--- src/rtl/fp_pkg.sv ---
// Shared constants and operand-source encoding for the FP register file with forwarding.
package fp_pkg;

  localparam int FP_NREG  = 32;
  localparam int FP_IDX_W = 5;
  localparam int FP_W     = 32;

  typedef enum logic [1:0] {
    SRC_RF = 2'd0,
    SRC_WB = 2'd1,
    SRC_E3 = 2'd2
  } src_e;

endpackage

--- src/rtl/fp_fwd_sel.sv ---
// Per-operand source select and hazard detect.
// With FP_E3_FWD_EN defined, E3 results are forwarded; otherwise a match in E3 stalls.
module fp_fwd_sel
  import fp_pkg::*;
(
  input  logic [FP_IDX_W-1:0] idx_i,
  input  logic                use_i,
  input  logic [FP_IDX_W-1:0] e1n_i,
  input  logic                e1w_i,
  input  logic [FP_IDX_W-1:0] e2n_i,
  input  logic                e2w_i,
  input  logic [FP_IDX_W-1:0] e3n_i,
  input  logic                e3w_i,
  input  logic [FP_IDX_W-1:0] wn_i,
  input  logic                ww_i,
  output src_e                src_o,
  output logic                hazard_o
);

  logic hit_e1, hit_e2, hit_e3, hit_wb;

  assign hit_e1 = e1w_i && (e1n_i == idx_i);
  assign hit_e2 = e2w_i && (e2n_i == idx_i);
  assign hit_e3 = e3w_i && (e3n_i == idx_i);
  assign hit_wb = ww_i  && (wn_i  == idx_i);

`ifdef FP_E3_FWD_EN
  assign hazard_o = use_i && (hit_e1 || hit_e2);

  always_comb begin
    src_o = SRC_RF;
    if (hit_e3)      src_o = SRC_E3;
    else if (hit_wb) src_o = SRC_WB;
  end
`else
  // Without the E3 bypass, the E3 result is only visible once it reaches write-back.
  assign hazard_o = use_i && (hit_e1 || hit_e2 || hit_e3);

  always_comb begin
    src_o = SRC_RF;
    if (hit_wb) src_o = SRC_WB;
  end
`endif

endmodule

--- src/rtl/fp_regfile_fwd.sv ---
// 32x32 FP register file with E3/write-back forwarding, hazard stall and stall counter.
// Optional macro FP_E3_FWD_EN enables E3 forwarding (otherwise E3 matches stall).
module fp_regfile_fwd
  import fp_pkg::*;
#(
  parameter int CNT_W = 16
) (
  input  logic                clk,
  input  logic                rst,
  input  logic [FP_IDX_W-1:0] fs,
  input  logic [FP_IDX_W-1:0] ft,
  input  logic                use_fs,
  input  logic                use_ft,
  input  logic [FP_IDX_W-1:0] e1n,
  input  logic [FP_IDX_W-1:0] e2n,
  input  logic [FP_IDX_W-1:0] e3n,
  input  logic                e1w,
  input  logic                e2w,
  input  logic                e3w,
  input  logic [FP_W-1:0]     ed,
  input  logic [FP_IDX_W-1:0] wn,
  input  logic                ww,
  input  logic [FP_W-1:0]     wd,
  output logic [FP_W-1:0]     qa,
  output logic [FP_W-1:0]     qb,
  output logic                stall,
  input  logic                cnt_clr,
  output logic [CNT_W-1:0]    stall_cnt
);

  logic [FP_W-1:0]  regs_q [FP_NREG];
  logic [CNT_W-1:0] stall_cnt_q, stall_cnt_d;
  src_e             src_a, src_b;
  logic             haz_a, haz_b;

  function automatic logic [CNT_W-1:0] sat_inc(input logic [CNT_W-1:0] v);
    return (&v) ? v : v + 1'b1;
  endfunction

  fp_fwd_sel u_sel_fs (
    .idx_i(fs), .use_i(use_fs),
    .e1n_i(e1n), .e1w_i(e1w), .e2n_i(e2n), .e2w_i(e2w), .e3n_i(e3n), .e3w_i(e3w),
    .wn_i(wn), .ww_i(ww), .src_o(src_a), .hazard_o(haz_a)
  );

  fp_fwd_sel u_sel_ft (
    .idx_i(ft), .use_i(use_ft),
    .e1n_i(e1n), .e1w_i(e1w), .e2n_i(e2n), .e2w_i(e2w), .e3n_i(e3n), .e3w_i(e3w),
    .wn_i(wn), .ww_i(ww), .src_o(src_b), .hazard_o(haz_b)
  );

  assign stall = haz_a || haz_b;

  always_comb begin
    case (src_a)
      SRC_E3:  qa = ed;
      SRC_WB:  qa = wd;
      default: qa = regs_q[fs];
    endcase
    case (src_b)
      SRC_E3:  qb = ed;
      SRC_WB:  qb = wd;
      default: qb = regs_q[ft];
    endcase
  end

  always_ff @(posedge clk or posedge rst) begin
    if (rst) begin
      for (int i = 0; i < FP_NREG; i++) regs_q[i] <= '0;
    end else if (ww) begin
      regs_q[wn] <= wd;
    end
  end

  // Clear wins over increment; increment saturates at all-ones.
  always_comb begin
    stall_cnt_d = stall_cnt_q;
    if (cnt_clr)    stall_cnt_d = '0;
    else if (stall) stall_cnt_d = sat_inc(stall_cnt_q);
  end

  always_ff @(posedge clk or posedge rst) begin
    if (rst) stall_cnt_q <= '0;
    else     stall_cnt_q <= stall_cnt_d;
  end

  assign stall_cnt = stall_cnt_q;

endmodule

--- config.mk ---
export PLATFORM = sky130hd
export DESIGN_NAME = fp_regfile_fwd
export DESIGN_NICKNAME = d
export VERILOG_FILES = /design/src/rtl/fp_pkg.sv /design/src/rtl/fp_fwd_sel.sv /design/src/rtl/fp_regfile_fwd.sv
export SDC_FILE = /design/constraint.sdc
export NUM_CORES = 2
export LEC_CHECK = 0
export BUFFER_PORTS_ARGS = -buffer_cell sky130_fd_sc_hd__buf_2
export CORE_MARGIN = 10
export CORE_UTILIZATION = 40
export CTS_CLUSTER_DIAMETER = 50
export DETAILED_ROUTE_END_ITERATION = 16
export GPL_TIMING_DRIVEN = 0
export PLACE_DENSITY_LB_ADDON = 0.15
export SLEW_MARGIN = 40
export SYNTH_ARGS = -nofsm -noshare
export SYNTH_HDL_FRONTEND = slang
export SYNTH_SLANG_ARGS = --single-unit
--- constraint.sdc ---
create_clock -name clk -period 41.2 [get_ports clk]
set_clock_uncertainty 0.05 [all_clocks]
set_input_delay 2.06 -clock clk [delete_from_list [all_inputs] [get_ports clk]]
set_output_delay 2.06 -clock clk [all_outputs]
set_load 0.03 [all_outputs]
Word level (Yosys, flattened, before mapping)
Index checks and enable logic that the tools add are counted.

storage, ports and cells
  logic and storage cells = 89
  bits in registers = 1040
  input bits = 103

cells by class
  $add $sub $neg = 1
  muxes and demuxes = 16
  bitwise gates (word level) = 3
  magnitude comparators = 4
  eq/ne operators = 13
  reduce and logical (&&, ||, !) cells = 19

operator list
  kind                                                         number
  bitwise mux 1024 bit                                         1
  binary-select mux 32 bit (select 5 bit)                      2
  demux 32 bit (select 5 bit)                                  1
  two-way mux 32 bit                                           5
  one-hot mux 32 bit (2 select lines)                          2
  two-way mux 16 bit                                           3
  == test 5 bit                                                8
  >= comparator 6 bit (second input constant)                  3
  inverter 5 -> 6 bit                                          3
  adder 16 x 1 -> 16 bit (second input constant)               1
  AND reduction 16 bit                                         1
  logical AND 1 bit                                            11
  less-than comparator 6 x 1 -> 1 bit (second input constant)  1
  logical OR 1 bit                                             5
  == test 2 x 1 -> 1 bit (second input constant)               2
  == test 2 bit (second input constant)                        2
  two-way mux 1 bit                                            2
  != test 2 bit (second input constant)                        1
  AND reduction 2 bit                                          1
  nonzero test 2 bit                                           1

Logic depth before layout (Yosys ltp)
  word-level depth = 8
  mapped depth = 9

Hierarchy
From an unflattened synthesis, not the netlist that was laid out.

unflattened totals
  cell total of the unflattened synthesis = 4730
  area, all modules = 58056.9 um^2

modules (own cells, without submodules)
  module          seq. area each (um^2)  times used  cells an instance  area an instance (um^2)
  fp_regfile_fwd  26025.0                1           4666               57546.4
  fp_fwd_sel      0.0                    2           32                 255.2

Worst setup path before layout
No wires, ideal clock.

  path type = input -> output
  start = input port ft[1]
  end = output port qb[10]
  arrival time = 3935 ps
  cell stages on the path = 7
  data required time = 39090 ps
  slack = 35155 ps
  path through = buf_2 > buf_4 > buf_1 > mux4_2 > mux4_2 > o21ai_1 > o21ai_1

on the way
  longest elaborated chain between the ends = 5
  elaborated cells on any way between the ends = 10

ends and longest elaborated chain
  item                                                                                  RTL line                                RTL
  from (decl)                                                                           fp_regfile_fwd.sv:11                    input logic [FP_IDX_W-1:0] ft,
  inverter 5 -> 6 bit (not written as such) / == test 5 bit (equally long branches)     fp_regfile_fwd.sv:63, fp_fwd_sel.sv:25
  binary-select mux 32 bit (select 5 bit) / logical AND 1 bit (equally long branches)   fp_regfile_fwd.sv:63, fp_fwd_sel.sv:25
  two-way mux 32 bit (not written as such) / two-way mux 1 bit (equally long branches)  fp_regfile_fwd.sv:63, fp_fwd_sel.sv:41
  two-way mux 32 bit (not written as such) (tied with other cells)                      fp_regfile_fwd.sv:63                    default: qb = regs_q[ft];
  one-hot mux 32 bit (2 select lines) *                                                 fp_regfile_fwd.sv:60                    case (src_b)
  to (decl)                                                                             fp_regfile_fwd.sv:25                    output logic [FP_W-1:0] qb,

Every way passes the cells marked *; elsewhere a longest branch is shown, timed or not. The select of a mux whose other input is x is not followed.

Worst setup path in the final report
  start = input port ft[4]
  end = output port qb[19]

Same word-level chain as after synthesis.

==> results.cfg <==
[yosys]
synthAdderAreaFrac_pct = 0.0223
ys_seq_elements = 1040
synthArstFlopShare_pct = 100
yosys-top-cells-area = dfrtp_1, mux4_2, mux2_2, mux2i_1, o21ai_1
yosys.area.top_type_share_pct = 46.3
ys_warn_count = 0
synth_area_um2 = 56200
yosys.area_share.simple_pct = 1.49
yosys.area.top_type = dfrtp_1
synth_ff_type = dfrtp_1
netlist_instances = 3592
syn_nets = 3696
synth_xor_xnor_area_share_pct = 0.717
muxShareOfSynthArea_pct = 45.9
synth_seq_area_share_pct = 46.3
synth_compound_gate_area_share_pct = 2.28
syn_area_per_cell_um2 = 15.6
synth_edf_count = 0
synth_top_family_by_area = multiplexers
ys_types = 43

[layout]
design_area_um2 = 64900
areaGrowthSynthToFinish_pct = 15.6
drive_above_1_share_pct = 56.9
final_util_pct = 46.5
final_nets = 4003
final_cells = 5886

[placed_design]
place_hpwl_um = 150000
dp_slack_ns = 33.54
placed_cell_area_um2 = 60100
dpl.cell_count = 5630
place.gp.congestion = 0.900
numPortBuffers = 137

[routing]
wl_per_cell_um = 37.9
wl_um = 223000
viasPerCell = 6.37
drc = 0
drt_iter0_drc = 3592
postRouteAntennaNets = 0
dr.pass1.iters = 8
vias = 37474

[critical_path]
cp.required_ns = 39.09
critPathKind = input pin to output pin
worst-path-max-fanout = 10
timing.rr.end = stall_cnt[2]$_DFFE_PP0P_
critPathCaptureType = output pin
worstPathArrival_ns = 5.74
startpoint_type = input pin
r2r_start = stall_cnt[0]$_DFFE_PP0P_
r2r.worst_path.cells = 8
regToRegSetupSlack_ns = 38.90

[clock_tree]
clockBufferDepth = 3
clock_sinks = 1040
htreeDepth = 4
ctsResizeCount = 0
cts_tree = done
path_clk_slew_ns = 0.05
postCtsSetupRepairBufs = 0
hold_buffers = 0
clock_latency_ns = 0.77
root_buffer = clkbuf_16
numCtsBuffers = 143

[worst_hold_path]
hp-class = flop to flop
hold_end = regs_q[937]$_DFFE_PP0P_
hold_start = regs_q[937]$_DFFE_PP0P_
hold_path_depth = 1

[power]
ir_drop_v = 0.0000299
p_per_area_nw_per_um2 = 51.5
total_power_mw = 3.35
p_leak_nw = 28.0

[timing]
finalSetupViolations = 0
setup_slack_ns = 33.35
fmax_ghz = 0.127
worstMarginPinSlew_ns = 0.953
hold_ws_ns = 0.468
finalHoldViolCount = 0
min_period_ns = 7.85
min_period_over_period_pct = 19.1
rsz0062_at_grt = false
drv_slew = 0
maxSlewHeadroom_pct = 36.5
setup_tns_ns = 0

[floorplan]
core_area_um2 = 140000
die-area_um2 = 156000
die_w_um = 395
ioPinCount = 184
rows = 137
die_h_um = 395
floorplan.initialDensity_pct = 40.3

[global_routing]
antenna_found_initial = 10
grt_pass1_wl_um = 310000
grt_usage_pct = 28.3
grt_overflow_total = 0
grt_max_degree = 79
grt_pass1_vias = 37996

[job]
cap_violations = 0

[run_status]
status = completed
[cell usage after synthesis, types with 4 or more instances]
library cell	instances
a21oi_1	5
a22oi_1	64
and2_1	5
and3_1	9
buf_1	78
buf_2	77
buf_4	38
buf_6	20
clkbuf_1	166
dfrtp_1	1040
inv_1	4
mux2_2	1024
mux2i_1	129
mux4_2	576
nand2_1	87
nand3_1	7
nand3b_1	4
nand4_1	7
nor2_1	30
nor2b_1	5
nor3b_1	4
nor4_1	6
o21ai_0	6
o21ai_1	128
or3_1	4
xnor2_1	16
xor2_1	30
[where the power goes]
part / switching [mW] / leakage (nW) / internal (mW)
registers: 0.139 / 13.3 / 1.22
logic: 0.315 / 12.3 / 0.397
clock network: 0.496 / 2.34 / 0.778
total: 0.950 / 28.0 / 2.40
[registers in the layout, summed over array words and instances, names as in the netlist]
name,count
regs_q,1024
stall_cnt,16
[cell families (layout without fill, tap and decap cells)]
| family | count (synthesis) | count (layout) |
|---|---|---|
| buf+inv | 383 | 798 |
| compound gates | 215 | 215 |
| simple gates | 178 | 178 |
| other cells | 0 | 3 |
| flops | 1040 | 1040 |
| xor+xnor | 46 | 46 |
| mux | 1729 | 1729 |
| fa+ha+maj | 1 | 1 |
[how the worst max path moves through the flow]
stage	to	slack (ns)	cells after the start	startpoint
3_3_place_gp	regs_q[335]$_DFFE_PP0P_	-3.75	2	rst
3_5_place_dp	qb[17]	33.54	10	ft[1]
4_1_cts	qb[17]	33.53	10	ft[1]
2_1_floorplan	regs_q[0]$_DFFE_PP0P_	9.82	1	rst
5_1_grt	qb[17]	33.47	10	ft[1]
6_report	qb[19]	33.35	9	ft[4]
[placed cells by master, fill, tap and decap left out, drive strengths merged, types with 64 or more instances in the layout]
| cell | n |
|---|---|
| dfrtp | 1040 |
| nand2 | 87 |
| a22oi | 64 |
| clkbuf | 359 |
| mux4 | 576 |
| mux2i | 129 |
| o21ai | 135 |
| buf | 375 |
| mux2 | 1024 |
[per-layer routing]
layer  track usage [%]  share of wire [%]  vias up
li1                  -                  -    14604
met1              37.4                 41    20445
met2              42.2                 44     1866
met3              8.92                9.2      543
met4              13.2                5.3       16
met5              1.29               0.23        -
[worst max-delay path: stages]
cell and delay, ns:
buf_2 0.44, buf_2 0.43, inv_1 0.47, nor2_2 0.82, clkbuf_2 0.64, a22oi_1 0.21
o21ai_1 0.12, o21ai_1 0.22, buf_2 0.29
[layout make-up]
cell class                 count  area, um2
tap                         1876       2350
timing repair buffer         162       1350
buffer                       379       1980
inverter                       4       22.5
antenna                        3       7.51
sequential                  1040      26000
multi-input combinational   2169      28400
fill                       12469      74600
clock buffer                 193       4130
clock inverter                60        706
Power figures use the tool's default switching activity.
